$ cat src/rtl/logic_arb_pkg.sv
// Shared types for the logic-unit arbiter: opcode and FSM state encodings.
// Optional illegal-opcode checking is enabled by LOGIC_ARB_OP_CHECK_EN.
package logic_arb_pkg;

   localparam int unsigned OP_W    = 3;
   localparam int unsigned STATE_W = 2;

   typedef enum logic [OP_W-1:0] {
      OP_AND   = 3'd0,
      OP_OR    = 3'd1,
      OP_NOT_A = 3'd2,
      OP_NOR   = 3'd3,
      OP_NAND  = 3'd4,
      OP_XOR   = 3'd5,
      OP_XNOR  = 3'd6,
      OP_ILL   = 3'd7
   } op_e;

   typedef enum logic [STATE_W-1:0] {
      IDLE = 2'd0,
      EXEC = 2'd1,
      RESP = 2'd2
   } state_e;

   // Opcode 7 is the only encoding outside the legal set.
   function automatic logic is_illegal(input op_e op);
      return (op == OP_ILL);
   endfunction

endpackage

$ cat src/rtl/logic_unit.sv
// Combinational bitwise datapath: y = op(a, b).
// With LOGIC_ARB_OP_CHECK_EN the illegal opcode yields zero, otherwise it behaves as AND.
module logic_unit
   import logic_arb_pkg::*;
#(
   parameter int unsigned WIDTH = 1
) (
   input  logic [WIDTH-1:0] a,
   input  logic [WIDTH-1:0] b,
   input  op_e              op,
   output logic [WIDTH-1:0] y
);

   always_comb begin
      y = '0;
      case (op)
         OP_AND:   y = a & b;
         OP_OR:    y = a | b;
         OP_NOT_A: y = ~a;
         OP_NOR:   y = ~(a | b);
         OP_NAND:  y = ~(a & b);
         OP_XOR:   y = a ^ b;
         OP_XNOR:  y = ~(a ^ b);
         OP_ILL: begin
`ifdef LOGIC_ARB_OP_CHECK_EN
            y = '0;
`else
            y = a & b;
`endif
         end
      endcase
   end

endmodule

$ cat src/rtl/logic_unit_arbiter.sv
// Round-robin arbiter feeding a single bitwise logic unit; one operation in flight.
// Optional illegal-opcode error reporting is enabled by LOGIC_ARB_OP_CHECK_EN.
module logic_unit_arbiter
   import logic_arb_pkg::*;
#(
   parameter int unsigned NUM_REQ = 4,
   parameter int unsigned WIDTH   = 1
) (
   input  logic                       clk,
   input  logic                       rst_n,
   input  logic [NUM_REQ-1:0]         req_valid,
   output logic [NUM_REQ-1:0]         req_ready,
   input  logic [NUM_REQ*WIDTH-1:0]   req_a,
   input  logic [NUM_REQ*WIDTH-1:0]   req_b,
   input  logic [NUM_REQ*OP_W-1:0]    req_op,
   output logic                       resp_valid,
   input  logic                       resp_ready,
   output logic [WIDTH-1:0]           resp_data,
   output logic [$clog2(NUM_REQ)-1:0] resp_id,
   output logic                       resp_err
);

   localparam int unsigned ID_W = $clog2(NUM_REQ);

   state_e            state;
   state_e            state_d;
   logic [ID_W-1:0]   ptr;
   logic [ID_W-1:0]   cand;
   logic [ID_W-1:0]   grant_id;
   logic              grant_any;
   logic              accept;
   logic              resp_fire;

   logic [WIDTH-1:0]  a_arr  [NUM_REQ];
   logic [WIDTH-1:0]  b_arr  [NUM_REQ];
   op_e               op_arr [NUM_REQ];

   logic [WIDTH-1:0]  a_q;
   logic [WIDTH-1:0]  b_q;
   op_e               op_q;
   logic [ID_W-1:0]   id_q;
   logic [WIDTH-1:0]  y;
   logic              err_c;

   for (genvar g = 0; g < NUM_REQ; g++) begin : g_unpack
      assign a_arr[g]  = req_a[g*WIDTH +: WIDTH];
      assign b_arr[g]  = req_b[g*WIDTH +: WIDTH];
      assign op_arr[g] = op_e'(req_op[g*OP_W +: OP_W]);
   end

   // First valid requester at or after the priority pointer, wrapping.
   always_comb begin
      grant_any = 1'b0;
      grant_id  = '0;
      cand      = '0;
      for (int unsigned i = 0; i < NUM_REQ; i++) begin
         cand = ID_W'((32'(ptr) + i) % NUM_REQ);
         if (!grant_any && req_valid[cand]) begin
            grant_any = 1'b1;
            grant_id  = cand;
         end
      end
   end

   always_ff @(posedge clk) begin
      if (!rst_n) begin
         state <= IDLE;
      end else begin
         state <= state_d;
      end
   end

   // Next-state logic; req_ready is combinational so a grant is visible in the accept cycle.
   always_comb begin
      state_d   = state;
      req_ready = '0;
      accept    = 1'b0;
      resp_fire = 1'b0;
      case (state)
         IDLE: begin
            if (grant_any && rst_n) begin
               req_ready[grant_id] = 1'b1;
               accept              = 1'b1;
               state_d             = EXEC;
            end
         end
         EXEC: begin
            state_d = RESP;
         end
         RESP: begin
            if (resp_ready) begin
               resp_fire = 1'b1;
               state_d   = IDLE;
            end
         end
         default: begin
            state_d = IDLE;
         end
      endcase
   end

   logic_unit #(
      .WIDTH (WIDTH)
   ) u_logic_unit (
      .a  (a_q),
      .b  (b_q),
      .op (op_q),
      .y  (y)
   );

`ifdef LOGIC_ARB_OP_CHECK_EN
   assign err_c = is_illegal(op_q);
`else
   assign err_c = 1'b0;
`endif

   // Operand capture at grant, result register in EXEC, pointer advance on handshake.
   always_ff @(posedge clk) begin
      if (!rst_n) begin
         ptr        <= '0;
         a_q        <= '0;
         b_q        <= '0;
         op_q       <= OP_AND;
         id_q       <= '0;
         resp_valid <= 1'b0;
         resp_data  <= '0;
         resp_id    <= '0;
         resp_err   <= 1'b0;
      end else begin
         if (accept) begin
            a_q  <= a_arr[grant_id];
            b_q  <= b_arr[grant_id];
            op_q <= op_arr[grant_id];
            id_q <= grant_id;
         end
         if (state == EXEC) begin
            resp_valid <= 1'b1;
            resp_data  <= y;
            resp_id    <= id_q;
            resp_err   <= err_c;
         end
         if (resp_fire) begin
            resp_valid <= 1'b0;
            ptr        <= ID_W'((32'(resp_id) + 32'd1) % NUM_REQ);
         end
      end
   end

endmodule

$ cat config.mk
export PLATFORM = sky130hd
export DESIGN_NAME = logic_unit_arbiter
export DESIGN_NICKNAME = d
export VERILOG_FILES = /design/src/rtl/logic_arb_pkg.sv /design/src/rtl/logic_unit.sv /design/src/rtl/logic_unit_arbiter.sv
export SDC_FILE = /design/constraint.sdc
export NUM_CORES = 1
export LEC_CHECK = 0
export CORE_UTILIZATION = 43
export DETAILED_ROUTE_END_ITERATION = 16
export PLACE_DENSITY = 0.78
export RECOVER_POWER = 50
export SYNTH_ARGS = -nofsm -noshare
export SYNTH_HDL_FRONTEND = slang
export SYNTH_HIERARCHICAL = 1
export SYNTH_SLANG_ARGS = --single-unit
$ cat constraint.sdc
create_clock -name clk -period 2.64 [get_ports clk]
set_input_delay 0.792 -clock clk [delete_from_list [all_inputs] [get_ports clk]]
set_output_delay 0.792 -clock clk [all_outputs]
set_load 0.02 [all_outputs]
### After elaboration in Yosys (flattened, before gate mapping)

Cells that the tools add are included.

* bits in registers: 15
* input bits: 27
* word-level logic and storage cells: 90

* mux-type cells: 37
* add/subtract/negate cells: 4
* reductions and logical operators: 13
* $lt $le $gt $ge: 7
* equality and inequality tests: 11
* bitwise logic cells: 9

Operators with widths (count)
* 2-to-1 mux 1 bit: 17
* < comparator 2 x 3 -> 1 bit, second input constant: 5
* binary-select mux 1 bit (select 2 bit): 6
* equality test 3 bit, second input constant: 4
* 2-to-1 mux 2 bit: 6
* 2-to-1 mux 4 bit: 2
* case mux 1 bit (7 select lines): 1
* binary-select mux 3 bit (select 2 bit): 1
* equality test 3 x 2 -> 1 bit, second input constant: 2
* 2-to-1 mux 3 bit: 2
* case mux 2 bit (3 select lines): 1
* logical AND 1 bit: 5
* inverter 1 bit: 5
* adder 2 x 1 -> 2 bit, second input constant: 2
* adder 2 bit, second input constant: 2
* inequality test 2 bit, second input constant: 2
* OR reduction 2 bit: 2
* equality test 3 x 1 -> 1 bit, second input constant: 1
* >= comparator 3 bit, second input constant: 1
* zero test 1 bit: 3
* zero test 3 bit: 1
* inverter 2 -> 3 bit: 1
* demux 1 bit (select 2 bit): 1
* equality test 2 x 1 -> 1 bit, second input constant: 1
* 7 further kinds: 7

### Depth between registers and ports, before layout

* depth after elaboration: 18
* depth in mapped cells: 7
* gate-level depth less buffers: 7

### Hierarchy

Netlist, hierarchy kept.

By module, submodules not included
* logic_unit_arbiter: sequential area each 300.3 µm², area an instance 859.6 µm², cells an instance 96, times used 1
* logic_unit: sequential area each 0.0 µm², area an instance 110.1 µm², cells an instance 15, times used 1

### Worst setup path before layout

No wires, ideal clock.

* path type: input port to output port
* from: input port req_valid[1]
* to: output port req_ready[1]
* data arrival time: 1919 ps
* cell stages on the path: 5
* path slack: -71 ps
* buffers on the path: 1
* required time: 1848 ps
* cells stage by stage: a21boi_0 > o221ai_2 > buf_6 > or2_2 > nor2_1

* word-level cells in the longest chain between the ends: 18

RTL lines
* start, declared: line logic_unit_arbiter.sv:11 `input logic [NUM_REQ-1:0] req_valid,`
* binary-select mux 1 bit (select 2 bit): line logic_unit_arbiter.sv:58 `if (!grant_any && req_valid[cand]) begin`
* 2-to-1 mux 1 bit (not written as such): line logic_unit_arbiter.sv:58
* 2-to-1 mux 1 bit: line logic_unit_arbiter.sv:58
* zero test 1 bit: line logic_unit_arbiter.sv:58
* logical AND 1 bit: line logic_unit_arbiter.sv:58
* 2-to-1 mux 1 bit: line logic_unit_arbiter.sv:58
* zero test 1 bit: line logic_unit_arbiter.sv:58
* logical AND 1 bit: line logic_unit_arbiter.sv:58
* [2 not listed]
* logical AND 1 bit: line logic_unit_arbiter.sv:58
* 2-to-1 mux 2 bit: line logic_unit_arbiter.sv:58
* < comparator 2 x 3 -> 1 bit (not written as such) or >= comparator 2 x 1 -> 1 bit (tied branches): line logic_unit_arbiter.sv:82 `req_ready[grant_id] = 1'b1;`
* logical AND 1 bit (not written as such): line logic_unit_arbiter.sv:82
* 2-to-1 mux 1 bit (not written as such): line logic_unit_arbiter.sv:82
* demux 1 bit (select 2 bit): line logic_unit_arbiter.sv:82
* 2-to-1 mux 4 bit *: line logic_unit_arbiter.sv:81 `if (grant_any && rst_n) begin`
* 2-to-1 mux 4 bit *: line logic_unit_arbiter.sv:79 `case (state)`
* end, declared: line logic_unit_arbiter.sv:12 `output logic [NUM_REQ-1:0] req_ready,`

Every way passes the cells marked *; elsewhere a longest branch is shown, timed or not. The select of a mux whose other input is x is not followed.

### Final worst setup path

* from: input port req_valid[2]
* to: output port req_ready[0]

The elaborated chain is that of the path after synthesis.

==> results.toml <==
[outcome]
status = "finished, violations left"
violations = "negative setup slack"

[worst_setup_path]
crit_fanout = 4
cp.required_ns = 1.85
cp_cell_sequence = "buf_8 > or4_4 > nand3_4 > inv_4 > nand2_4 > nor2_2 > buf_6"
end_kind = "output pin"
cp-start-kind = "input port"
critical_path_arrival_ns = 1.87
max_stage_delay_ns = 0.56
crit_path_top_delay_cell = "or4_4"
crit_type = "in2out"

[global_routing]
grt.total_usage = 0.235
grt_max_degree = 19
grt_pass1_wl_mm = 4.39
overflow = 0
antenna_found_initial = 0
grt_pass1_vias = 1044

[pwr]
seq_power_share = 0.407
cellPowerDensity_nw_per_um2 = 437
ir_drop_v = 0.000320
power_frac_comb = 0.400
cellLeakagePower_nw = 0.679
p_int_w = 0.000459
power_w = 0.000684
power.share.clock = 0.193
power.net_switching_w = 0.000225
switching_share = 0.329

[drt]
drc = 0
ant_nets = 0
vias_per_cell = 5.55
dr.pass1.iters = 4
wl_per_cell_um = 14.8
routed_wl_mm = 2.85
vias = 1065
drtIter0Drc = 19

[final_layout]
fin_area_um2 = 1570
syn_to_final_growth_pct = 61.5
final_nets = 195
diodes = 0
final_cell_mix = "clkdlybuf4s50_1, buf_4, dfxtp_1"
drive_gt1_frac = 0.315
final_common_cell = "clkdlybuf4s50_1"

[cts]
cts_tree = "built"
cts_root_buf = "clkbuf_4"
numCtsBuffers = 3
clkTransAtPathRegs_ns = 0.10
ctsLongestPathBuffers = 2
insertion_delay_ns = 0.28
cts_sinks = 15
h-tree-depth = 1

[timing]
finalMaxSlewViolations = 0
setup_slack_ns = -0.0203
post-route-period-util = 1.01
fin_setup_tns_ns = -0.0372
max_freq_mhz = 376
rsz0062_at_grt = "yes"
clock_skew_ns = 0.0124
finalSetupViolations = 2
hold_violations = 0
fin_crit_ns = 2.66

[synthesis]
yosys.area.top_type = "dfxtp_1"
ys_seq_elements = 15
yosys-top-cells-area = "dfxtp_1, mux2i_1, nand2_1, a311o_1, nor3_1"
yosysTopAreaCellShare = 0.310
syn_inst = 111
synth.cell_area_um2 = 970
syn_avg_cell_area_um2 = 8.74
async_flop_share = 0
synth-edff-count = 0
ys.flop_type = "dfxtp_1"
syn-num-nets = 140
yosysUniqueCellTypes = 39
yosysWarningCount = 6
ys_seq_area_frac = 0.310

[placed_design]
hpwl_mm = 2.04
port-buffer-count = 34
gp_routability_congestion = 0.767
place_area_um2 = 1390

[job]
maxCapViolCount = 0

[floorplan]
die_y_um = 49.5
io_pins = 36
core_area_um2 = 2040
rows = 16
dieArea_um2 = 2450
initial_core_util = 0.475
die_width_um = 49.5

[hold_path]
holdCritPathClass = "reg2reg"
-- state kept, by name, indices dropped and copies added (netlist names) --
name        flops
a_q             1
b_q             1
id_q            2
op_q            3
ptr             2
resp_data       1
resp_id         2
resp_valid      1
state           2
-- Yosys cell counts, types with 2 or more instances --
library cell,count
dfxtp_1,15
nand2_1,14
mux2i_1,12
nor3_1,10
nor2_1,8
a311o_1,5
a21boi_0,4
inv_1,4
buf_6,3
a21oi_1,2
clkbuf_1,2
ha_1,2
o211a_1,2
o21a_1,2
o21ai_0,2
-- power by group through the flow --
stage / Clock [W] / Combinational, W / Sequential [W]
2_1_floorplan: 0 / 0.000135 / 0.000278
3_3_place_gp: 0 / 0.000220 / 0.000279
3_5_place_dp: 0 / 0.000229 / 0.000281
4_1_cts: 0.000134 / 0.000256 / 0.000276
5_1_grt: 0.000144 / 0.000296 / 0.000282
6_report: 0.000132 / 0.000274 / 0.000278
-- final cells by class --
| class | count | area [um^2] |
|---|---|---|
| fillers | 149 | 475 |
| clock buffers | 3 | 22.5 |
| flip-flops and latches | 15 | 302 |
| clock inverters | 1 | 5.00 |
| inverters | 4 | 17.5 |
| repair buffers | 56 | 508 |
| well taps | 27 | 33.8 |
| multi-input cells | 86 | 678 |
-- final timing paths --
check	start	endpoint	slack, ns	depth (start not counted)
setup / recovery	req_valid[2]	req_ready[0]	-0.02	7
hold / removal	id_q[0]	id_q[0]	0.47	2
setup reg to reg	state[1]	a_q	0.50	10
hold reg to reg	id_q[0]	id_q[0]	0.47	2
-- stage by stage --
stage	util	std cells	hold slack, ns	worst slack (ns)
2_1_floorplan	-	111	0.434	-0.0705
3_3_place_gp	0.682	179	0.449	-0.836
3_5_place_dp	0.682	179	0.453	-0.885
4_1_cts	0.738	192	0.467	-0.0465
5_1_grt	0.767	192	0.497	-0.0313
6_report	0.767	192	0.467	-0.0203
-- what timing repair did --
item | 4_1_cts | 5_1_grt
buffers inserted | 10 | 2
hold buffers | 0 | 0
pin swaps | 9 | 6
endpoints found under the setup margin | 4 | 9
endpoints found under the hold margin | 0 | 0
resized for setup | 49 | 20
-- kinds of logic after synthesis --
family	share of synthesized area
compound gates	0.221
simple gates	0.230
buf+inv	0.0658
fa+ha+maj	0.0258
xor+xnor	0.00903
other cells	0.00387
mux	0.135
flops	0.310
-- per-layer routing --
| metal | vias to the layer above | global-route usage | routed length, um |
|---|---|---|---|
| met1 | 509 | 0.275 | 1310 |
| met5 | - | 0 | 0 |
| met3 | 8 | 0.0556 | 109 |
| met2 | 36 | 0.397 | 1370 |
| li1 | 512 | - | - |
| met4 | 0 | 0.119 | 52 |
-- critical path, delay by kind of cell --
kind	cells	cell delay, ns
and+or+nand+nor	4	0.80
buffers and inverters	3	0.27
No activity file was read; power rests on OpenSTA's default activity.
